File: config.mk
export PLATFORM = sky130hd
export DESIGN_NAME = tour_cmd_sched
export DESIGN_NICKNAME = d
export VERILOG_FILES = /design/src/rtl/tour_cmd_sched.sv
export SDC_FILE = /design/constraint.sdc
export NUM_CORES = 1
export LEC_CHECK = 0
export ABC_CLOCK_PERIOD_IN_PS = 3210
export CORE_UTILIZATION = 40
export CTS_BUF_LIST = sky130_fd_sc_hd__clkbuf_2
export CTS_CLUSTER_SIZE = 20
export DETAILED_ROUTE_END_ITERATION = 8
export PLACE_DENSITY = 0.61
export SYNTH_ARGS = -nofsm -noshare
export SYNTH_HDL_FRONTEND = slang
export SYNTH_SLANG_ARGS = --single-unit
File: constraint.sdc
create_clock -name clk -period 3.21 [get_ports clk]
set_input_delay 0.4815 -clock clk [delete_from_list [all_inputs] [get_ports clk]]
set_output_delay 0.4815 -clock clk [all_outputs]
set_load 0.1 [all_outputs]
File: src/rtl/tour_cmd_sched.sv
// Purpose: queues 16-bit tour commands and issues them one at a time to RemoteComm_e, waiting for ACK.
// Latency: snd_cmd rises the cycle after go is sampled; next command issues the cycle after an ACK.
// Backpressure: pushes dropped when full or in ERR; progress gated on cmd_snt/resp_rdy with a timeout.
module tour_cmd_sched #(
    parameter int         DEPTH   = 8,
    parameter int         TIMEOUT = 7000000,
    parameter logic [7:0] ACK     = 8'hA5,
    parameter logic [7:0] PROG    = 8'h5A
) (
    input  logic        clk,
    input  logic        rst,
    input  logic        wr_cmd,
    input  logic [15:0] cmd_in,
    output logic        full,
    output logic        empty,
    input  logic        go,
    input  logic        abort,
    input  logic        clr_err,
    output logic [15:0] cmd,
    output logic        snd_cmd,
    input  logic        cmd_snt,
    input  logic        resp_rdy,
    input  logic [7:0]  resp,
    output logic        busy,
    output logic        done,
    output logic        err,
    output logic [1:0]  err_code,
    output logic [7:0]  cmds_done
);

    localparam int AW = $clog2(DEPTH);
    localparam int TW = $clog2(TIMEOUT);
    localparam logic [AW:0]   PTR_ONE = (AW+1)'(1);
    localparam logic [TW-1:0] TMR_ONE = TW'(1);
    // Counter value on which the deadline edge fires; counting starts at the issuing edge.
    localparam logic [TW-1:0] TMR_LAST = TW'(TIMEOUT - 1);

    typedef enum logic [2:0] {IDLE, SEND, WAIT_SNT, WAIT_RESP, ERR} state_t;

    state_t        state;
    logic [15:0]   mem [DEPTH];
    logic [AW:0]   wp;
    logic [AW:0]   rp;
    logic [15:0]   fifo_head;
    logic          fifo_push;
    logic          fifo_pop;
    logic          fifo_flush;
    logic          do_push;
    logic [TW-1:0] tmr;
    logic          resp_ack;
    logic          resp_prog;

    // Extra pointer bit distinguishes full from empty when the indices match.
    assign empty     = (wp == rp);
    assign full      = (wp[AW] != rp[AW]) && (wp[AW-1:0] == rp[AW-1:0]);
    assign fifo_head = mem[rp[AW-1:0]];
    // A pop in the same cycle frees the slot, so a push into a full FIFO is only taken then.
    assign do_push   = fifo_push && (!full || fifo_pop);

    assign resp_ack  = resp_rdy && (resp == ACK);
    assign resp_prog = resp_rdy && (resp == PROG);
    assign busy      = (state != IDLE) && (state != ERR);
    assign err       = (state == ERR);

    // The FIFO is frozen while in ERR so the failing tour can be inspected before clr_err.
    assign fifo_push = wr_cmd && (state != ERR);

    // Pop on the edge that enters SEND (the head is latched into cmd at that edge); flush on abort/clear.
    always_comb begin
        fifo_pop   = 1'b0;
        fifo_flush = 1'b0;
        case (state)
            IDLE: begin
                if (abort)
                    fifo_flush = 1'b1;
                else if (go && !empty)
                    fifo_pop = 1'b1;
            end
            WAIT_RESP: begin
                if (!abort && resp_ack && !empty)
                    fifo_pop = 1'b1;
            end
            ERR: begin
                if (clr_err)
                    fifo_flush = 1'b1;
            end
            default: ;
        endcase
    end

    // FIFO pointers; flush wins over a simultaneous push.
    always_ff @(posedge clk) begin
        if (rst || fifo_flush) begin
            wp <= '0;
            rp <= '0;
        end else begin
            if (do_push)
                wp <= wp + PTR_ONE;
            if (fifo_pop)
                rp <= rp + PTR_ONE;
        end
    end

    // FIFO storage, no reset needed since the pointers guard every read.
    always_ff @(posedge clk) begin
        if (do_push)
            mem[wp[AW-1:0]] <= cmd_in;
    end

    // Sequencer: issue, wait for transmit, wait for ACK; outputs registered on the transition edge.
    always_ff @(posedge clk) begin
        if (rst) begin
            state     <= IDLE;
            cmd       <= 16'h0000;
            snd_cmd   <= 1'b0;
            done      <= 1'b0;
            err_code  <= 2'b00;
            cmds_done <= 8'd0;
            tmr       <= '0;
        end else begin
            snd_cmd <= 1'b0;
            done    <= 1'b0;
            case (state)
                IDLE: begin
                    if (!abort && go && !empty) begin
                        state   <= SEND;
                        cmd     <= fifo_head;
                        snd_cmd <= 1'b1;
                        tmr     <= '0;
                    end
                end
                SEND: begin
                    if (abort) begin
                        state    <= ERR;
                        err_code <= 2'b11;
                    end else begin
                        state <= WAIT_SNT;
                        tmr   <= tmr + TMR_ONE;
                    end
                end
                WAIT_SNT: begin
                    if (abort) begin
                        state    <= ERR;
                        err_code <= 2'b11;
                    end else if (tmr == TMR_LAST) begin
                        state    <= ERR;
                        err_code <= 2'b10;
                    end else begin
                        tmr <= tmr + TMR_ONE;
                        if (cmd_snt)
                            state <= WAIT_RESP;
                    end
                end
                WAIT_RESP: begin
                    // Abort beats any response; an ACK beats a deadline expiring on the same edge.
                    if (abort) begin
                        state    <= ERR;
                        err_code <= 2'b11;
                    end else if (resp_ack) begin
                        cmds_done <= cmds_done + 8'd1;
                        if (empty) begin
                            state <= IDLE;
                            done  <= 1'b1;
                        end else begin
                            state   <= SEND;
                            cmd     <= fifo_head;
                            snd_cmd <= 1'b1;
                            tmr     <= '0;
                        end
                    end else if (resp_prog) begin
                        tmr <= '0;
                    end else if (resp_rdy) begin
                        state    <= ERR;
                        err_code <= 2'b01;
                    end else if (tmr == TMR_LAST) begin
                        state    <= ERR;
                        err_code <= 2'b10;
                    end else begin
                        tmr <= tmr + TMR_ONE;
                    end
                end
                ERR: begin
                    if (clr_err) begin
                        state    <= IDLE;
                        err_code <= 2'b00;
                    end
                end
                default: state <= IDLE;
            endcase
        end
    end

endmodule

==> impl_metrics.yaml, run 1 <==
run_status:
  status: "finished, final reports clean"
setup_path:
  cp_top_family: "flip-flops"
  worstRegToRegCells: 6
  r2r-end: "mem[2][13]"
  crit_arrival_ps: 2450
  cp-start-kind: "register"
  crit_fanout: 9
  cp_slowest_stage_delay_ps: 650
  timing.rr.start: "state[0]"
  worstSetupEndpoint: "empty"
  path_cells: "xor2_2 -> nor4_4 -> buf_4 -> buf_4"
  critPathKind: "register to primary output"
  crit_cells: 4
  timing.critical_path.buf_inv: 2
  slowest_stage: "dfxtp_1"
  critPathCaptureType: "primary output"
  crit_required_ps: 2730
  reg2reg_slack_ps: 700
  path_common_cell: "buf_4"
  critPathLaunch: "wp[0]"
yosys:
  syn_area_per_cell_um2: 13.6
  synth_top_area_share: 0.470
  synth_warnings: 0
  yosysMostFrequentCell: "edfxtp_1"
  synth_area_leader_cell: "edfxtp_1"
  async_reset_ff_frac: 0
  ys_types: 67
  synth_edf_count: 128
  seq_area_frac_synth: 0.629
  synthTopCellsByCount: "edfxtp_1, nor2_1, dfxtp_1"
  syn_area_um2: 8180
  synthTopCellsByArea: "edfxtp_1, dfxtp_1, mux4_2, nor2_1, mux2i_1"
  synthFlopType: "edfxtp_1"
  synth_nets: 637
  synth_seq_cells: 193
  syn_inst: 601
power_and_ir_drop:
  p_leak_nw: 3.06
  peakVddDrop_v: 0.000312
  power_density_nw_per_um2: 573
placement:
  hpwl_mm: 12.2
  port_buffers: 63
  place_area_um2: 9150
  gp_congestion: 0.913
timing:
  min_period_over_period: 0.913
  finalCriticalPeriod_ps: 2930
  setup_viol: 0
  slew_headroom: 0.317
  grt_setup_unrepaired: "no"
  clock.fmax_mhz: 341
  hold_violations: 0
  tightest_slew_ps: 1020
  finalSetupTns_ps: 0
  skew_ps: 60.3
  drv_slew: 0
global_routing:
  grt_antenna_before_repair: 1
  grt.total_usage: 0.178
  grt_pass1_wl_mm: 29.0
  first_global_vias: 5437
  grt_max_degree: 47
  grt.overflow.total: 0
drt:
  drt-initial-drc-count: 352
  remaining_drc_errors: 0
  vias: 5289
  post_drt_wl_per_cell_um: 18.7
  drt_pass1_iterations: 7
  wl_mm: 17.8
  vias_per_cell: 5.54
  ant_nets: 0
clocking:
  clk_latency_ps: 770
  postCtsSetupRepairBufs: 0
  cts_buffer_depth: 2
  cts_root_buffer: "clkbuf_2"
  cts.sinks: 193
  htree_levels: 4
  clk_pin_slew_ps: 290
  cts_tree: "done"
  cts-buffers-inserted: 17
floorplan:
  row_count: 51
  num_io_pins: 64
  core_area_um2: 19700
  die_area_um2: 21000
  start_util: 0.415
  die_x_um: 145
  die_h_um: 145
layout:
  nets: 711
  final_area_um2: 9410
  synthToLayoutAreaGrowth_pct: 15.1
  drive_above_1_share: 0.205
min_path:
  hold_path_depth: 5
  hold_class: "input pin to register"
run:
  drv_cap: 0
==> sequential cells by signal, summed over array words and instances, names as in the netlist, named ones only <==
register,cells
wp,4
cmd,16
cmds_done,8
done,1
err_code,2
mem,128
rp,4
tmr,23
state,3
snd_cmd,1
==> cells in the final DEF (no fill, tap or decap), drive strengths merged, types with 4 or more instances in the layout <==
cell type and count:
nor3 14, nand2 32, a41oi 4, nor4 6, clkinv 6, clkdlybuf4s50 35, a211oi 20, a31oi 9
nand4 18, nor3b 7, mux2i 19, o22ai 4, buf 49, and3 5, nand3 17, xor2 14
mux4 32, a21oi 20, nand2b 6, nor2 67, ha 4, nand4b 4, o21ai 15, dfxtp 65
and2 9, clkbuf 17, inv 17, edfxtp 128
==> worst min path at each step <==
| stage | startpoint | to | slack [ps] |
|---|---|---|---|
| after floorplan | tmr[20] | tmr[20] | 470 |
| after global placement | err_code[1] | err_code[1] | 470 |
| after detailed placement | err_code[1] | err_code[1] | 480 |
| after CTS | rst | tmr[15] | 170 |
| after global routing | rst | done | 190 |
| final | rst | tmr[15] | 230 |
==> worst reg2reg max path, delay by kind of cell, from the launching register on <==
family	cells	cell delay, ps
AND/OR/NAND/NOR	4	820
flip-flops	1	700
AO/OA/AOI/OAI	1	440
buffers and inverters	1	270
==> layer usage <==
| metal | routed length [µm] | track usage |
|---|---|---|
| met5 | 0 | 0 |
| met1 | 7980 | 0.238 |
| met3 | 912 | 0.0396 |
| met4 | 171 | 0.0489 |
| met2 | 8740 | 0.289 |
==> final cells by class <==
class                           count  area [µm²]
Fill cell                        1745       10300
Sequential cell                   193        5150
Multi-Input combinational cell    371        2910
Timing Repair Buffer               84         728
Tap cell                          265         332
Clock inverter                     15         174
Clock buffer                       17        85.1
Inverter                            8        30.0
Antenna cell                        1        2.50
==> kinds of logic after synthesis <==
kind of cell             synth area share
AND/OR/NAND/NOR                     0.135
buffers and inverters              0.0200
adder cells (fa/ha/maj)           0.00612
flip-flops                          0.629
multiplexers                        0.111
XOR/XNOR                           0.0208
AO/OA/AOI/OAI                      0.0774
==> what timing repair did <==
| action | in CTS | in global routing |
|---|---|---|
| gates resized for setup | 0 | 1 |
| hold buffers | 0 | 0 |
| setup endpoints to repair | 0 | 1 |
==> stage by stage <==
stage               setup WS, ps  hold WS, ps  utilization  total power [mW]  std cells
global placement             275          465        0.464              4.18        921
floorplan                   48.4          474            -              3.82        601
global route                93.6          186        0.477              5.64        954
finish                       280          233        0.477              5.39        954
CTS                         86.9          168        0.477              5.44        953
detailed placement           189          477        0.464              4.20        921
==> where the power goes <==
part / leakage, nW / internal, mW / total, mW / switching [mW]
logic: 1.22 / 0.414 / 1.27 / 0.855
clock network: 0.154 / 0.279 / 1.24 / 0.956
registers: 1.69 / 2.77 / 2.89 / 0.115
No activity file was read; power rests on OpenSTA's default activity.
==> inputs of run 2 (changes only) <==
--- a/config.mk
+++ b/config.mk
@@ -10,7 +10,10 @@
 export CTS_BUF_LIST = sky130_fd_sc_hd__clkbuf_2
 export CTS_CLUSTER_SIZE = 20
 export DETAILED_ROUTE_END_ITERATION = 8
-export PLACE_DENSITY = 0.61
+export DONT_BUFFER_PORTS = 1
+export GPL_TIMING_DRIVEN = 0
+export PLACE_DENSITY = 0.56
+export SKIP_CTS_REPAIR_TIMING = 1
 export SYNTH_ARGS = -nofsm -noshare
 export SYNTH_HDL_FRONTEND = slang
 export SYNTH_SLANG_ARGS = --single-unit
==> run 2 against run 1 <==
Against the previous run:
- register-to-register slack got worse by 470 ps
- cell area decreased by 2.3%
- worst hold slack got worse by 99 ps
- count of clock-buffer cells in the layout increased by 1
- largest power group unchanged
==> impl_metrics.yaml, run 2 (synthesized netlist as in run 1, its figures left out) <==
run_status:
  status: "finished, final reports clean"
global_routing:
  use_met3: 0.0535
  grt_pass1_wl_mm: 29.6
  first_global_vias: 5245
  grt-busiest-layer: "met2"
  met2_usage: 0.314
  grt_max_degree: 19
  grt_use_met1: 0.234
  grt.overflow.total: 0
  grt_antenna_before_repair: 1
  grt.total_usage: 0.187
layout:
  utilization: 0.466
  largest_reg_flops: 128
  mostFrequentLayoutCells: "edfxtp_1, nor2_1, dfxtp_1"
  final_common_cell: "edfxtp_1"
  drive_above_1_share: 0.174
  synthToLayoutAreaGrowth_pct: 12.4
  instances_no_fill: 933
  final_area_um2: 9190
  nets: 690
setup_path:
  worstRegToRegCells: 6
  critPathLaunch: "state[2]"
  timing.rr.start: "state[1]"
  reg2reg_slack_ps: 230
  crit_required_ps: 2730
  cp_top_family: "buffers and inverters"
  path_cells: "clkbuf_1 -> or3b_2 -> clkinvlp_4"
  critPathCaptureType: "primary output"
  slowest_stage: "or3b_2"
  critPathKind: "register to primary output"
  r2r-end: "mem[7][9]"
  cp-start-kind: "register"
  timing.critical_path.buf_inv: 2
  crit_fanout: 10
  cp_slowest_stage_delay_ps: 570
  crit_arrival_ps: 2520
drt:
  drt_pass1_iterations: 7
  vias_per_cell: 5.67
  ant_nets: 0
  vias: 5294
  remaining_drc_errors: 0
  post_drt_wl_per_cell_um: 20.5
  drt-initial-drc-count: 413
  wl_mm: 19.1
timing:
  min_period_over_period: 0.936
  grt_setup_unrepaired: "no"
  slew_headroom: 0.262
  tightest_slew_ps: 1100
  setup_viol: 0
  skew_ps: 50.7
  hold_violations: 0
  clock.fmax_mhz: 333
  finalSetupTns_ps: 0
  hold_ws_ps: 134
  drv_slew: 0
  worst_slack_ps: 204
  finalCriticalPeriod_ps: 3010
clocking:
  clk_latency_ps: 740
  cts_tree: "done"
  htree_levels: 4
  cts.sinks: 193
  cts_root_buffer: "clkbuf_2"
  cts_buffer_depth: 2
  clk_pin_slew_ps: 270
  cts-buffers-inserted: 17
placement:
  place_area_um2: 8730
  port_buffers: 0
  dp_cells: 878
  hpwl_mm: 13.0
  gp_congestion: 0.878
  dpl_worst_slack_ps: -54.4
power_and_ir_drop:
  peakVddDrop_v: 0.000293
  power_density_nw_per_um2: 571
  total_power_mw: 5.25
  p_leak_nw: 2.88
floorplan:
  start_util: 0.415
  num_io_pins: 64
  row_count: 51
  die_h_um: 145
  die_area_um2: 21000
  die_x_um: 145
  core_area_um2: 19700
min_path:
  hold_path_depth: 4
  worstHoldStart: "wr_cmd"
  min_to: "wp[1]"
  hold_class: "input pin to register"
run:
  drv_cap: 0
==> run 2: final cells by class <==
| cell class | count | area, µm² |
|---|---|---|
| fillers | 1748 | 10500 |
| flip-flops and latches | 193 | 5140 |
| multi-input cells | 371 | 2950 |
| repair buffers | 34 | 383 |
| well taps | 265 | 332 |
| plain buffers | 29 | 134 |
| clock inverters | 14 | 121 |
| clock buffers | 18 | 90.1 |
| inverters | 8 | 33.8 |
| diodes | 1 | 2.50 |
==> run 2: report_power, final <==
group          switching [mW]  internal [mW]
clock                   0.882          0.238
combinational           0.702          0.370
sequential              0.291           2.77
==> run 2: worst min-delay path, cell delays in order <==
cell	delay [ps]
nand2_1	80
a41oi_4	70
mux2i_1	120
nor2_1	70
==> run 2: worst max-delay path by stage <==
stage          cells after the start        end  slack (ps)
3_3_place_gp                       5  mem[3][3]       -1610
5_1_grt                            3        err          20
3_5_place_dp                       7  mem[4][6]         -50
4_1_cts                            7  mem[4][9]        -110
2_1_floorplan                      6  mem[0][0]          50
6_report                           3        err         200
==> run 2: per-layer routing <==
layer / up-vias / wire, µm
li1: 2446 / -
met1: 2633 / 7960
met2: 191 / 9530
met3: 24 / 1320
met4: 0 / 291
met5: - / 0
==> inputs of run 3 (changes only) <==
--- a/config.mk
+++ b/config.mk
@@ -5,7 +5,6 @@
 export SDC_FILE = /design/constraint.sdc
 export NUM_CORES = 1
 export LEC_CHECK = 0
-export ABC_CLOCK_PERIOD_IN_PS = 3210
 export CORE_UTILIZATION = 40
 export CTS_BUF_LIST = sky130_fd_sc_hd__clkbuf_2
 export CTS_CLUSTER_SIZE = 20
==> results of run 3 <==
Final layout, timing and power as in run 2 (identical DEF).
